$ cat src/rtl/datapath_pkg.sv
// datapath_pkg: shared state encoding, opcodes and sizing for the sequential datapath controller.
package datapath_pkg;
  localparam int DP_WIDTH = 8;
  localparam int DP_NREGS = 8;
  typedef enum logic [1:0] {S_IDLE, S_DECODE, S_EXEC, S_WB} state_t;
  localparam logic [2:0] OP_ADD   = 3'b000;
  localparam logic [2:0] OP_SUB   = 3'b001;
  localparam logic [2:0] OP_AND   = 3'b010;
  localparam logic [2:0] OP_OR    = 3'b011;
  localparam logic [2:0] OP_LT    = 3'b101;
  localparam logic [2:0] OP_LOADI = 3'b111;
  function automatic logic op_legal(input logic [2:0] op);
    return op != 3'b100 && op != 3'b110;
  endfunction
endpackage

$ cat src/rtl/datapath_seq_regfile.sv
// datapath_seq_regfile: register file with two operand read ports, a debug read port,
// one synchronous write port and r0 hardwired to zero.
module datapath_seq_regfile
  import datapath_pkg::*;
#(
  parameter int WIDTH = DP_WIDTH,
  parameter int NREGS = DP_NREGS,
  localparam int AW = $clog2(NREGS)
) (
  input  logic             clk,
  input  logic             rst_n,
  input  logic             we,
  input  logic [AW-1:0]    wa,
  input  logic [WIDTH-1:0] wd,
  input  logic [AW-1:0]    ra1,
  output logic [WIDTH-1:0] rd1,
  input  logic [AW-1:0]    ra2,
  output logic [WIDTH-1:0] rd2,
  input  logic [AW-1:0]    ra3,
  output logic [WIDTH-1:0] rd3
);
  logic [WIDTH-1:0] mem_q [NREGS];
  logic [WIDTH-1:0] mem_d [NREGS];
  always_comb begin
    mem_d = mem_q;
    if (we) mem_d[wa] = wd;
    mem_d[0] = '0;
  end
  always_ff @(posedge clk or negedge rst_n)
    if (!rst_n) for (int i = 0; i < NREGS; i++) mem_q[i] <= '0;
    else mem_q <= mem_d;
  assign rd1 = ra1 == '0 ? '0 : mem_q[ra1];
  assign rd2 = ra2 == '0 ? '0 : mem_q[ra2];
  assign rd3 = ra3 == '0 ? '0 : mem_q[ra3];
endmodule

$ cat src/rtl/datapath_seq.sv
// datapath_seq: four-state serial controller sequencing one instruction at a time
// through an external combinational ALU and a local register file.
module datapath_seq
  import datapath_pkg::*;
#(
  parameter int NREGS = DP_NREGS,
  parameter int WIDTH = DP_WIDTH,
  localparam int AW = $clog2(NREGS)
) (
  input  logic             clk,
  input  logic             rst_n,
  input  logic             instr_valid,
  output logic             instr_ready,
  input  logic [2:0]       instr_op,
  input  logic [AW-1:0]    instr_rd,
  input  logic [AW-1:0]    instr_rs1,
  input  logic [AW-1:0]    instr_rs2,
  input  logic             instr_imm_en,
  input  logic [WIDTH-1:0] instr_imm,
  output logic [2:0]       alu_ctrl,
  output logic [WIDTH-1:0] alu_a,
  output logic [WIDTH-1:0] alu_b,
  input  logic [WIDTH-1:0] alu_result,
  input  logic             alu_z,
  output logic             done,
  output logic             err,
  output logic             flag_z,
  input  logic [AW-1:0]    dbg_sel,
  output logic [WIDTH-1:0] dbg_data
);
  state_t state_q, state_d;
  logic [2:0] op_q, op_d, ctrl_q, ctrl_d;
  logic [AW-1:0] rd_q, rd_d, rs1_q, rs1_d, rs2_q, rs2_d;
  logic imm_en_q, imm_en_d, z_q, z_d, flag_z_q, flag_z_d;
  logic [WIDTH-1:0] imm_q, imm_d, a_q, a_d, b_q, b_d, res_q, res_d;
  logic [WIDTH-1:0] rs1_data, rs2_data;
  logic legal, loadi;
  assign instr_ready = state_q == S_IDLE;
  assign legal = op_legal(op_q);
  assign loadi = op_q == OP_LOADI;
  assign done = state_q == S_WB && legal;
  assign err = state_q == S_WB && !legal;
  assign alu_a = a_q;
  assign alu_b = b_q;
  assign alu_ctrl = ctrl_q;
  assign flag_z = flag_z_q;
  datapath_seq_regfile #(.WIDTH(WIDTH), .NREGS(NREGS)) u_rf (
    .clk(clk), .rst_n(rst_n),
    .we(done), .wa(rd_q), .wd(res_q),
    .ra1(rs1_q), .rd1(rs1_data),
    .ra2(rs2_q), .rd2(rs2_data),
    .ra3(dbg_sel), .rd3(dbg_data)
  );
  // Operand registers load in DECODE and clear on leaving WB so the ALU sees zeros in IDLE.
  always_comb begin
    state_d = instr_ready ? (instr_valid ? S_DECODE : S_IDLE) : state_t'(state_q + 2'd1);
    {op_d, rd_d, rs1_d, rs2_d, imm_en_d, imm_d} = instr_ready && instr_valid
      ? {instr_op, instr_rd, instr_rs1, instr_rs2, instr_imm_en, instr_imm}
      : {op_q, rd_q, rs1_q, rs2_q, imm_en_q, imm_q};
    a_d = state_q == S_DECODE ? rs1_data : state_q == S_WB ? '0 : a_q;
    b_d = state_q == S_DECODE ? (imm_en_q ? imm_q : rs2_data) : state_q == S_WB ? '0 : b_q;
    ctrl_d = state_q == S_DECODE ? (legal && !loadi ? op_q : OP_ADD) : state_q == S_WB ? OP_ADD : ctrl_q;
    res_d = state_q == S_EXEC ? (loadi ? imm_q : alu_result) : res_q;
    z_d = state_q == S_EXEC ? (loadi ? imm_q == '0 : alu_z) : z_q;
    flag_z_d = done ? z_q : flag_z_q;
  end
  always_ff @(posedge clk or negedge rst_n)
    if (!rst_n) begin
      state_q <= S_IDLE;
      {op_q, rd_q, rs1_q, rs2_q, imm_en_q, imm_q} <= '0;
      {a_q, b_q, ctrl_q, res_q, z_q, flag_z_q} <= '0;
    end else begin
      state_q <= state_d;
      {op_q, rd_q, rs1_q, rs2_q, imm_en_q, imm_q} <= {op_d, rd_d, rs1_d, rs2_d, imm_en_d, imm_d};
      {a_q, b_q, ctrl_q, res_q, z_q, flag_z_q} <= {a_d, b_d, ctrl_d, res_d, z_d, flag_z_d};
    end
endmodule
$ cat config.mk
export PLATFORM = sky130hd
export DESIGN_NAME = datapath_seq
export DESIGN_NICKNAME = d
export VERILOG_FILES = /design/src/rtl/datapath_pkg.sv /design/src/rtl/datapath_seq_regfile.sv /design/src/rtl/datapath_seq.sv
export SDC_FILE = /design/constraint.sdc
export NUM_CORES = 1
export LEC_CHECK = 0
export ABC_AREA = 0
export CORE_ASPECT_RATIO = 1.1
export CORE_UTILIZATION = 45
export DETAILED_ROUTE_END_ITERATION = 6
export GPL_ROUTABILITY_DRIVEN = 0
export PLACE_DENSITY_LB_ADDON = 0.3
export SLEW_MARGIN = 20
export SYNTH_ARGS = -nofsm -noshare
export SYNTH_HDL_FRONTEND = slang
export SYNTH_HIERARCHICAL = 1
export SYNTH_SLANG_ARGS = --single-unit
$ cat constraint.sdc
create_clock -name clk -period 2.2 [get_ports clk]
set_clock_uncertainty 0.05 [all_clocks]
set_input_delay 0.66 -clock clk [delete_from_list [all_inputs] [get_ports clk]]
set_output_delay 0.66 -clock clk [all_outputs]
set_load 0.01 [all_outputs]
==> impl_metrics.yaml <==
outcome:
  status: "finished, violations left"
  violations: "negative setup slack"
worst_setup_path:
  worstPathCellList: "buf_12 > buf_12 > buf_4 > mux2_2 > a221oi_2 > a221oi_2 > buf_2"
  cp.arrival_ns: 1.77
  crit_slowest_cell: "mux2_2"
  max_stage_delay_ns: 0.33
  worstPathMaxFanout: 6
  path_class: "input port to primary output"
  critPathRequiredTime_ns: 1.49
  crit_path_end_kind: "primary output"
  start_kind: "input port"
routing:
  viasPerCell: 6.07
  drtPass1Iterations: 5
  dr.first_iter.drc_count: 321
  vias: 4417
  wl_per_cell_um: 22.4
  wl_um: 16300
  postRouteAntennaNets: 0
  drc: 0
sta:
  tightest_slew_ns: 0.587
  max_freq_mhz: 403
  slew_headroom_pct: 60.9
  setup_slack_ns: -0.281
  hold_viol_final: 0
  drv_slew: 0
  period_needed_ns: 2.48
  fin_crit_sh_pct: 113
  setup_viol: 8
  holdWs_ns: 0.201
  rsz0062_at_grt: "yes"
synth:
  synth_edf_count: 0
  synth_top_cell_area_share_pct: 46.0
  synthFlopType: "dfrtp_1"
  yosysMostFrequentCell: "dfrtp_1"
  ys_types: 45
  synth_area_leaders: "dfrtp_1 (46%), mux2_2 (20%), mux2i_1 (6.8%)"
  avgSynthCellArea_um2: 12.8
  async_flop_share_pct: 100
  synth_warnings: 6
  syn-num-nets: 500
  synth_top_area_cell: "dfrtp_1"
  yosysSeqAreaShare_pct: 46.0
  syn_inst: 460
  yosys-top-cells-count: "dfrtp_1 (108), mux2_2 (104), mux2i_1 (40), a221oi_1 (29), nand2_1 (23)"
  ys_ff_latch: 108
  syn_area_mm2: 0.00587
finish:
  nets: 607
  diodes: 0
  final_area_mm2: 0.00755
  multiInputGateArea_mm2: 0.00304
  areaGrowthSynthToFinish_pct: 28.6
  num-fill-cells: 1015
  regArea_mm2: 0.00270
  utilization_pct: 59.7
  drive_gt1_share_pct: 42.0
clock_network:
  cts_buffers: 9
  cts_buffer_depth: 2
  cts_tree: "done"
  clock-sinks: 108
  htreeDepth: 3
  insertion_delay_ns: 0.35
  cts_root_buf: "clkbuf_16"
  clk_pin_slew_worst_paths_ns: 0.07
power_and_ir_drop:
  finalPower_mw: 11.3
  p_leak_nw: 3.34
  vdd_drop_max_v: 0.000922
  cellPowerDensity_mw_per_mm2: 1490
floorplanning:
  fp.dieW_um: 111
  num_rows: 43
  num_io_pins: 67
  fp.coreArea_mm2: 0.0126
  start_util_pct: 46.5
  die_h_um: 122
  die_area_mm2: 0.0135
grt:
  antenna_found_initial: 0
  grt_pass1_wl_um: 26100
  grt.overflow.total: 0
  first_global_vias: 4649
  grt_max_degree: 30
  grt_usage_pct: 25.1
min_path:
  hold_class: "input port to async pin"
run:
  maxCapViolCount: 0
placed_design:
  numPortBuffers: 66
  dp_hpwl_um: 11200
  placed_area_mm2: 0.00703
## flip-flops by register name (all words and copies together) (netlist names), 2 cells and up
name,count
res_q,8
state_q,2
alu_a,8
rs2_q,3
alu_b,8
op_q,3
rs1_q,3
rd_q,3
imm_q,8
alu_ctrl,3
u_rf/mem_q,56
## per-layer routing
| layer | GRT usage (%) | part of all wire, % | vias up |
|---|---|---|---|
| met5 | 0 | 0 | - |
| met4 | 11.2 | 3.1 | 0 |
| met3 | 4.38 | 5.0 | 33 |
| met2 | 41.3 | 48 | 157 |
| met1 | 32.5 | 44 | 2259 |
| li1 | - | - | 1968 |
## path summary, 6_finish.rpt
| path | cells past startpoint | slack [ns] | start | end |
|---|---|---|---|---|
| max in group asynchronous | 2 | 1.32 | rst_n | alu_b[2] |
| max reg2reg | 5 | 0.10 | rs1_q[1] | alu_a[4] |
| min in group clk | 1 | 0.45 | alu_a[3] | alu_a[3] |
| min | 1 | 0.20 | rst_n | u_rf/mem_q[46] |
| min reg2reg | 1 | 0.45 | alu_a[3] | alu_a[3] |
| max | 7 | -0.28 | dbg_sel[0] | dbg_data[4] |
## cell usage in the layout (no fill, tap or decap), types with 8 or more instances in the layout
master | Yosys | final
clkbuf_16 | 0 | 9
nor2b_1 | 11 | 10
buf_4 | 7 | 53
buf_2 | 12 | 9
buf_12 | 1 | 12
a31oi_1 | 10 | 10
a221oi_2 | 6 | 13
nand2_1 | 23 | 23
mux2_4 | 6 | 8
dfrtp_1 | 108 | 108
a221oi_1 | 29 | 16
clkdlybuf4s50_1 | 0 | 51
mux2_2 | 104 | 102
a211oi_1 | 9 | 9
a311oi_1 | 8 | 8
mux2i_1 | 40 | 40
nor2_1 | 8 | 8
a22o_1 | 18 | 18
## critical path: cells and delay by family
family                 cells  cell delay [ns]
AOI/OAI and AO/OA          2             0.32
buffers and inverters      4             0.45
muxes                      1             0.33
## metrics by stage
| stage | cells | setup TNS [ns] | worst slack [ns] |
|---|---|---|---|
| finish | 728 | -1.73 | -0.281 |
| floorplan | 460 | -0.198 | -0.0301 |
| CTS | 727 | -1.66 | -0.293 |
| global placement | 705 | -8.51 | -1.14 |
| detailed placement | 705 | -8.42 | -1.14 |
| global route | 728 | -1.99 | -0.321 |
## power breakdown
| group | leakage (nW) | total [mW] | internal [mW] | switching [mW] |
|---|---|---|---|---|
| combinational | 1.89 | 5.68 | 3.11 | 2.57 |
| sequential | 1.32 | 4.09 | 2.93 | 1.17 |
| clock | 0.129 | 1.49 | 0.768 | 0.723 |
## cell type report
type	instances	area share [%]
multi-input combinational	306	40.2
sequential	108	35.8
timing repair buffer	136	17.6
clock buffer	10	3.03
tap	157	2.60
clock inverter	5	0.514
inverter	6	0.298
## kinds of logic after synthesis
logic type	share of synthesized area, %
adders and majority gates	0.852
buffers and inverters	5.30
AOI/OAI and AO/OA	12.8
and+or+nand+nor	6.69
DFF	46.0
muxes	28.3
## what timing repair did
item | 4_1_cts | 5_1_grt
endpoints found under the setup margin | 11 | 10
gates resized for setup | 86 | 9
cloned | 2 | 0
hold buffers | 0 | 0
setup buffers | 5 | 1
pin swaps | 8 | 5
Note: power is estimated with default switching activity, not from simulation.
